### config.mk
export PLATFORM = sky130hd
export DESIGN_NAME = fifo_sync_cfg_flat
export DESIGN_NICKNAME = d
export VERILOG_FILES = /design/src/rtl/fifo_sync_cfg_if.sv /design/src/rtl/fifo_sync_cfg.sv /design/src/flat_wrapper.sv
export SDC_FILE = /design/constraint.sdc
export NUM_CORES = 1
export LEC_CHECK = 0
export ABC_CLOCK_PERIOD_IN_PS = 2500
export CAP_MARGIN = 10
export CORE_AREA = 4 4 126 104
export CTS_BUF_LIST = sky130_fd_sc_hd__clkbuf_16
export CTS_CLUSTER_SIZE = 14
export DETAILED_ROUTE_END_ITERATION = 10
export DIE_AREA = 0 0 130 108
export PLACE_DENSITY = 0.73
export SYNTH_ARGS = -nofsm -noshare
export SYNTH_HDL_FRONTEND = slang
export SYNTH_SLANG_ARGS = --single-unit
### constraint.sdc
create_clock -name clk -period 2.5 [get_ports clk]
set_input_delay 0.375 -clock clk [delete_from_list [all_inputs] [get_ports clk]]
set_output_delay 0.375 -clock clk [all_outputs]
set_load 0.02 [all_outputs]
### src/rtl/fifo_sync_cfg_if.sv
`default_nettype none
// ============================================================================
// Module   : fifo_sync_cfg_if
// Brief    : Producer/consumer bundle for the single-clock configurable FIFO.
// Revision : 1.0 - initial release
// ============================================================================
interface fifo_sync_cfg_if #(
    parameter int WIDTH = 8,
    parameter int DEPTH = 16,
    parameter int CW    = $clog2(DEPTH + 1)
);
    logic             flush;
    logic             wrt_en;
    logic [WIDTH-1:0] data_in;
    logic             rd_en;
    logic             err_clr;
    logic [WIDTH-1:0] data_out;
    logic             valid;
    logic             empty;
    logic             full;
    logic             almost_empty;
    logic             almost_full;
    logic [CW-1:0]    count;
    logic             overflow;
    logic             underflow;

    modport master (
        output flush, wrt_en, data_in, rd_en, err_clr,
        input  data_out, valid, empty, full, almost_empty, almost_full,
               count, overflow, underflow
    );

    modport slave (
        input  flush, wrt_en, data_in, rd_en, err_clr,
        output data_out, valid, empty, full, almost_empty, almost_full,
               count, overflow, underflow
    );
endinterface
`default_nettype wire

### src/rtl/fifo_sync_cfg.sv
`default_nettype none
// ============================================================================
// Module   : fifo_sync_cfg
// Brief    : Single-clock FIFO, any depth >= 2, level flags, optional FWFT.
// Revision : 1.0 - initial release
// ============================================================================
module fifo_sync_cfg #(
    parameter int WIDTH     = 8,
    parameter int DEPTH     = 16,
    parameter int AF_THRESH = 12,
    parameter int AE_THRESH = 2,
    parameter int FWFT      = 0,
    parameter int CW        = $clog2(DEPTH + 1)
) (
    input  wire logic        clk,
    input  wire logic        rst_n,
    fifo_sync_cfg_if.slave   bus
);
    localparam int                 c_ptr_w    = $clog2(DEPTH);
    localparam logic [c_ptr_w-1:0] c_last_ptr = c_ptr_w'(DEPTH - 1);
    localparam logic [CW-1:0]      c_depth    = CW'(DEPTH);
    localparam logic [CW-1:0]      c_af       = CW'(AF_THRESH);
    localparam logic [CW-1:0]      c_ae       = CW'(AE_THRESH);

    logic [WIDTH-1:0]   r_mem [DEPTH];
    logic [c_ptr_w-1:0] r_wptr;
    logic [c_ptr_w-1:0] r_rptr;
    logic [CW-1:0]      r_count;
    logic               r_empty;
    logic               r_full;
    logic               r_aempty;
    logic               r_afull;
    logic               r_ovf;
    logic               r_udf;

    logic               w_wr_ok;
    logic               w_rd_ok;
    logic               w_ovf_set;
    logic               w_udf_set;
    logic [CW-1:0]      w_count_nxt;

    function automatic logic [c_ptr_w-1:0] f_inc(input logic [c_ptr_w-1:0] p);
        return (p == c_last_ptr) ? '0 : p + c_ptr_w'(1);
    endfunction

    // Flush masks both requests, so it can never raise an error flag.
    always_comb begin
        w_wr_ok     = bus.wrt_en & ~r_full  & ~bus.flush;
        w_rd_ok     = bus.rd_en  & ~r_empty & ~bus.flush;
        w_ovf_set   = bus.wrt_en &  r_full  & ~bus.flush;
        w_udf_set   = bus.rd_en  &  r_empty & ~bus.flush;
        w_count_nxt = r_count;
        if (bus.flush)
            w_count_nxt = '0;
        else if (w_wr_ok && !w_rd_ok)
            w_count_nxt = r_count + CW'(1);
        else if (w_rd_ok && !w_wr_ok)
            w_count_nxt = r_count - CW'(1);
    end

    always_ff @(posedge clk or negedge rst_n) begin
        if (!rst_n) begin
            r_wptr   <= '0;
            r_rptr   <= '0;
            r_count  <= '0;
            r_empty  <= 1'b1;
            r_full   <= 1'b0;
            r_aempty <= 1'b1;
            r_afull  <= 1'b0;
            r_ovf    <= 1'b0;
            r_udf    <= 1'b0;
        end else begin
            if (bus.flush) begin
                r_wptr <= '0;
                r_rptr <= '0;
            end else begin
                if (w_wr_ok) r_wptr <= f_inc(r_wptr);
                if (w_rd_ok) r_rptr <= f_inc(r_rptr);
            end
            // Flags derive from the next count so they change on the same edge.
            r_count  <= w_count_nxt;
            r_empty  <= (w_count_nxt == '0);
            r_full   <= (w_count_nxt == c_depth);
            r_aempty <= (w_count_nxt <= c_ae);
            r_afull  <= (w_count_nxt >= c_af);
            if (w_ovf_set)        r_ovf <= 1'b1;
            else if (bus.err_clr) r_ovf <= 1'b0;
            if (w_udf_set)        r_udf <= 1'b1;
            else if (bus.err_clr) r_udf <= 1'b0;
        end
    end

    always_ff @(posedge clk) begin
        if (w_wr_ok) r_mem[r_wptr] <= bus.data_in;
    end

    generate
        if (FWFT != 0) begin : g_fwft
            // Storage is not reset, so the head word is masked while empty.
            assign bus.data_out = r_empty ? '0 : r_mem[r_rptr];
            assign bus.valid    = ~r_empty;
        end else begin : g_std
            logic [WIDTH-1:0] r_dout;
            logic             r_valid;

            always_ff @(posedge clk or negedge rst_n) begin
                if (!rst_n) begin
                    r_dout  <= '0;
                    r_valid <= 1'b0;
                end else begin
                    r_valid <= w_rd_ok;
                    if (w_rd_ok) r_dout <= r_mem[r_rptr];
                end
            end

            assign bus.data_out = r_dout;
            assign bus.valid    = r_valid;
        end
    endgenerate

    assign bus.empty        = r_empty;
    assign bus.full         = r_full;
    assign bus.almost_empty = r_aempty;
    assign bus.almost_full  = r_afull;
    assign bus.count        = r_count;
    assign bus.overflow     = r_ovf;
    assign bus.underflow    = r_udf;
endmodule
`default_nettype wire

### src/flat_wrapper.sv
// flat-port wrapper written by rule: the top's interface ports become plain ports
module fifo_sync_cfg_flat 
#(
    parameter int WIDTH     = 8,
    parameter int DEPTH     = 16,
    parameter int AF_THRESH = 12,
    parameter int AE_THRESH = 2,
    parameter int FWFT      = 0,
    parameter int CW        = $clog2(DEPTH + 1)
)
  (clk, rst_n, bus_flush, bus_wrt_en, bus_data_in, bus_rd_en, bus_err_clr, bus_data_out, bus_valid, bus_empty, bus_full, bus_almost_empty, bus_almost_full, bus_count, bus_overflow, bus_underflow);
  fifo_sync_cfg_if #(.WIDTH(WIDTH), .DEPTH(DEPTH), .CW(CW)) bus_i ();
  input  wire logic clk;
  input  wire logic rst_n;
  input wire logic [$bits(bus_i.flush)-1:0] bus_flush;
  input wire logic [$bits(bus_i.wrt_en)-1:0] bus_wrt_en;
  input wire logic [$bits(bus_i.data_in)-1:0] bus_data_in;
  input wire logic [$bits(bus_i.rd_en)-1:0] bus_rd_en;
  input wire logic [$bits(bus_i.err_clr)-1:0] bus_err_clr;
  output wire logic [$bits(bus_i.data_out)-1:0] bus_data_out;
  output wire logic [$bits(bus_i.valid)-1:0] bus_valid;
  output wire logic [$bits(bus_i.empty)-1:0] bus_empty;
  output wire logic [$bits(bus_i.full)-1:0] bus_full;
  output wire logic [$bits(bus_i.almost_empty)-1:0] bus_almost_empty;
  output wire logic [$bits(bus_i.almost_full)-1:0] bus_almost_full;
  output wire logic [$bits(bus_i.count)-1:0] bus_count;
  output wire logic [$bits(bus_i.overflow)-1:0] bus_overflow;
  output wire logic [$bits(bus_i.underflow)-1:0] bus_underflow;
  assign bus_i.flush = bus_flush;
  assign bus_i.wrt_en = bus_wrt_en;
  assign bus_i.data_in = bus_data_in;
  assign bus_i.rd_en = bus_rd_en;
  assign bus_i.err_clr = bus_err_clr;
  assign bus_data_out = bus_i.data_out;
  assign bus_valid = bus_i.valid;
  assign bus_empty = bus_i.empty;
  assign bus_full = bus_i.full;
  assign bus_almost_empty = bus_i.almost_empty;
  assign bus_almost_full = bus_i.almost_full;
  assign bus_count = bus_i.count;
  assign bus_overflow = bus_i.overflow;
  assign bus_underflow = bus_i.underflow;
  fifo_sync_cfg #(.WIDTH(WIDTH), .DEPTH(DEPTH), .AF_THRESH(AF_THRESH), .AE_THRESH(AE_THRESH), .FWFT(FWFT), .CW(CW)) u_core (.clk(clk), .rst_n(rst_n), .bus(bus_i));
endmodule
==> metrics.md <==
| Metric | Value |
|---|---|
| Core footprint | 0.01189 mm2 |
| CP endpoint kind | flip-flop |
| Antenna viol nets, final | 0 |
| CTS Sinks | 156 |
| Most frequent cells in the layout | 128 x edfxtp_1, 33 x clkdlybuf4s50_1, 30 x nor2_1 |
| Met3 usage in global routing | between 4 and 5% |
| Status | complete, no violations |
| Number of synthesized flops with an enable pin | 128 |
| Post-DP HPWL | 8353 um |
| CP endpoint | u_core.bus.data_out[4] |
| CP Launch Type | flip-flop |
| Reg2reg setup slack | 0.32 ns |
| RSZ-0062 raised after global routing | false |
| Synth Warn # | 0 |
| Antenna violations before repair | 0 |
| Max-slew headroom | 57.92% |
| Met1 Resource Use GR | 27.60% |
| Post-CTS Hold Buffers | 0 |
| Layout Area Growth over Synthesis | 19.52% |
| CTS tree | done |
| Max Fclk | 0.4594 GHz |
| Ys flop type | edfxtp_1 |
| Antenna diodes | 0 |
| DR vias | ~3600 |
| CP Data Required Time | 2.80 ns |
| Post-DP Area | ~0.0070 mm2 |
| Worst min-delay path class | input pin to asynchronous set/reset pin |
| FF+latch count, synth | between 150 and 200 |
| Worst setup path category | flip-flop to flip-flop |
| Row cnt | 36 |
| P_int | 5.010 mW |
| Final Util | 64.29% |
| Mapped Avg Cell Area | 17.15 um2 |
| # resized after CTS | 0 |
| Cell area after layout | between 0.007 and 0.008 mm2 |
| Arrival @ worst endpoint | 2.48 ns |
| CP max FO | 14 |
| Final setup viols | 0 |
| Total GRT Usage | approximately 20% |
| Netlist cell types | 48 |
| LEAKAGE | ~2.7 nW |
| Gate count after technology mapping | 373 |
| CTS Buf Count | 17 |
| Sw Pwr | 1.861 mW |
| Post-CTS Setup Bufs | 0 |
| Clock Latency Late Sink | 0.42 ns |
| Synth area leader | edfxtp_1 |
| Chip height | ~110 um |
| Clk_skew | about 0.0094 ns |
| Vias in the first global route | 3645 |
| Number of port buffers | 33 |
| Seq/Total Area, Yosys | 71.09% |
| Synth top area cells | edfxtp_1 60%, dfrtp_1 10%, mux4_2 8.1%, mux4_1 2.5%, nor2_1 1.8% |
| Post-synth ARST share | between 15 and 20% |
| Vias per cell | 5.972 |
| Top-Level Pins | 34 |
| Comb power frac | between 15 and 20% |
| PD cells | roughly 900 mW/mm2 |
| Die span in x | 130 um |
| Maximum capacitance violations | 0 |
| Detailed Route Iter0 Violations | 307 |
| Grt met2 use | between 30% and 40% |
| Reg-to-Reg End | u_core.bus.data_out[4] |
| Worst slew pin tran | 0.6312 ns |
| Avg WL per Cell | 21.76 um |
| Clk buf depth | 2 |
| Starting density of the core | between 50% and 60% |
| Share of cells above drive strength 1 | 21.83% |
| Reg2reg path depth | 4 |
| # fillers | between 800 and 900 |
| Syn_nets | 394 |
| Flop pwr share | 45.1% |
| Grt ovf | 0 |
| R2r startpoint | u_core.r_rptr[0] |
| Sw frac | a little over a quarter |
| Max Slew Vio Count | 0 |
| Multi-input gate area | 0.001677 mm2 |
| Final net count | 457 |
| H-tree levels | 4 |
| GP Congestion | roughly 0.9 |
| WL final | 13080 um |
| Most common cell after layout, fill and taps aside | edfxtp_1 |
| GRT busiest layer | met2 |
| Clock power frac | 37.2% |
| Total negative setup slack | 0 ns |
| Root buf cell | clkbuf_16 |
| Crit path time final | 2.177 ns |
| Reg clk slew, reported paths | around 0.070 ns |
| Crit share post-route | 87.07% |
| Synth top area share | 60.09% |
| Hold Violations, Final | 0 |
| Largest net degree at the start of global routing | 39 |
| Mapped Area | 0.006396 mm2 |
| Worst VDD drop | 0.5096 mV |
| Worst setup startpoint | u_core.r_rptr[0] |
| Seq. cell area | approximately 0.0045 mm2 |
| DRT Pass-1 Iters | 5 |
| Die area | 0.01404 mm2 |
| DRC Markers | 0 |
| Global-route wire length before repair | 20250 um |
-- registers in the layout, indices dropped and copies added (netlist names), 4 cells and up --
signal               count
u_core.r_mem           128
u_core.bus.data_out      8
u_core.r_wptr            4
u_core.r_rptr            4
u_core.bus.count         5
-- power by group through the flow --
stage / clock network [mW] / logic, mW / registers [mW]
after global placement: 0 / 1.19 / 3.14
after detailed placement: 0 / 1.22 / 3.15
final: 2.55 / 1.22 / 3.10
after floorplan: 0 / 0.671 / 3.22
after global routing: 2.72 / 1.31 / 3.11
after CTS: 2.60 / 1.23 / 3.10
-- metrics by stage --
step	total power [mW]	setup slack (ns)	hold slack [ns]	cells
3_3_place_gp	4.338	0.1885	0.4652	569
5_1_grt	7.136	0.2079	0.3629	601
2_1_floorplan	3.893	0.4337	0.07941	373
3_5_place_dp	4.366	0.02873	0.5072	569
6_report	6.870	0.3232	0.3374	601
4_1_cts	6.923	0.3300	0.3415	601
-- metal layers --
layer	wire [um]	share of wire [%]	vias up
met2	6522	50	114
met5	0	0	-
met4	222	1.7	0
met1	5679	43	1868
met3	654	5.0	18
li1	-	-	1589
-- critical path, cell delays in order, from the launching register on --
cell	delay, ns
dfrtp_2	0.63
buf_12	0.23
mux4_1	0.58
mux2_2	0.29
a221o_1	0.32
-- worst min-delay path by stage --
stage | start | endpoint | slack [ns] | cells past startpoint
6_report | rst_n | u_core.bus.count[3] | 0.34 | 2
5_1_grt | rst_n | u_core.bus.count[4] | 0.36 | 2
4_1_cts | rst_n | u_core.bus.count[4] | 0.34 | 2
3_5_place_dp | u_core.bus.data_out[5] | u_core.bus.data_out[5] | 0.51 | 1
3_3_place_gp | u_core.bus.data_out[6] | u_core.bus.data_out[6] | 0.47 | 2
2_1_floorplan | rst_n | u_core.bus.almost_full | 0.08 | 0
-- layout make-up --
| class | count | area share [%] |
|---|---|---|
| clock buffers | 17 | 5.565 |
| clock inverters | 15 | 2.242 |
| inverters | 16 | 0.7856 |
| multi-input cells | 183 | 21.93 |
| flip-flops and latches | 156 | 59.49 |
| well taps | 152 | 2.488 |
| repair buffers | 62 | 7.496 |
-- cells by family (layout without fill, tap and decap cells) --
group	Yosys count	after routing	share of synthesized area, %
DFF	156	156	71.09
AOI/OAI and AO/OA	45	45	4.656
adders and majority gates	7	7	1.369
muxes	46	46	13.40
xor gates and xnor gates	4	4	0.5478
and+or+nand+nor	81	81	6.240
buffers and inverters	34	110	2.700
-- synthesized netlist by cell type, types with 2 or more instances --
library cell,n
edfxtp_1,128
nor2_1,30
dfrtp_1,26
mux4_2,23
inv_1,16
nand2_1,16
a21oi_1,14
o21ai_0,12
mux2_2,9
buf_2,8
mux2i_1,8
nor3_1,8
a221o_1,7
ha_1,7
nand2b_1,7
mux4_1,6
nor4_1,4
buf_4,3
clkbuf_1,3
nor2b_1,3
xnor2_1,3
a22oi_1,2
buf_1,2
dfstp_2,2
nand3b_1,2
or3_1,2
Note: power is estimated with default switching activity, not from simulation.
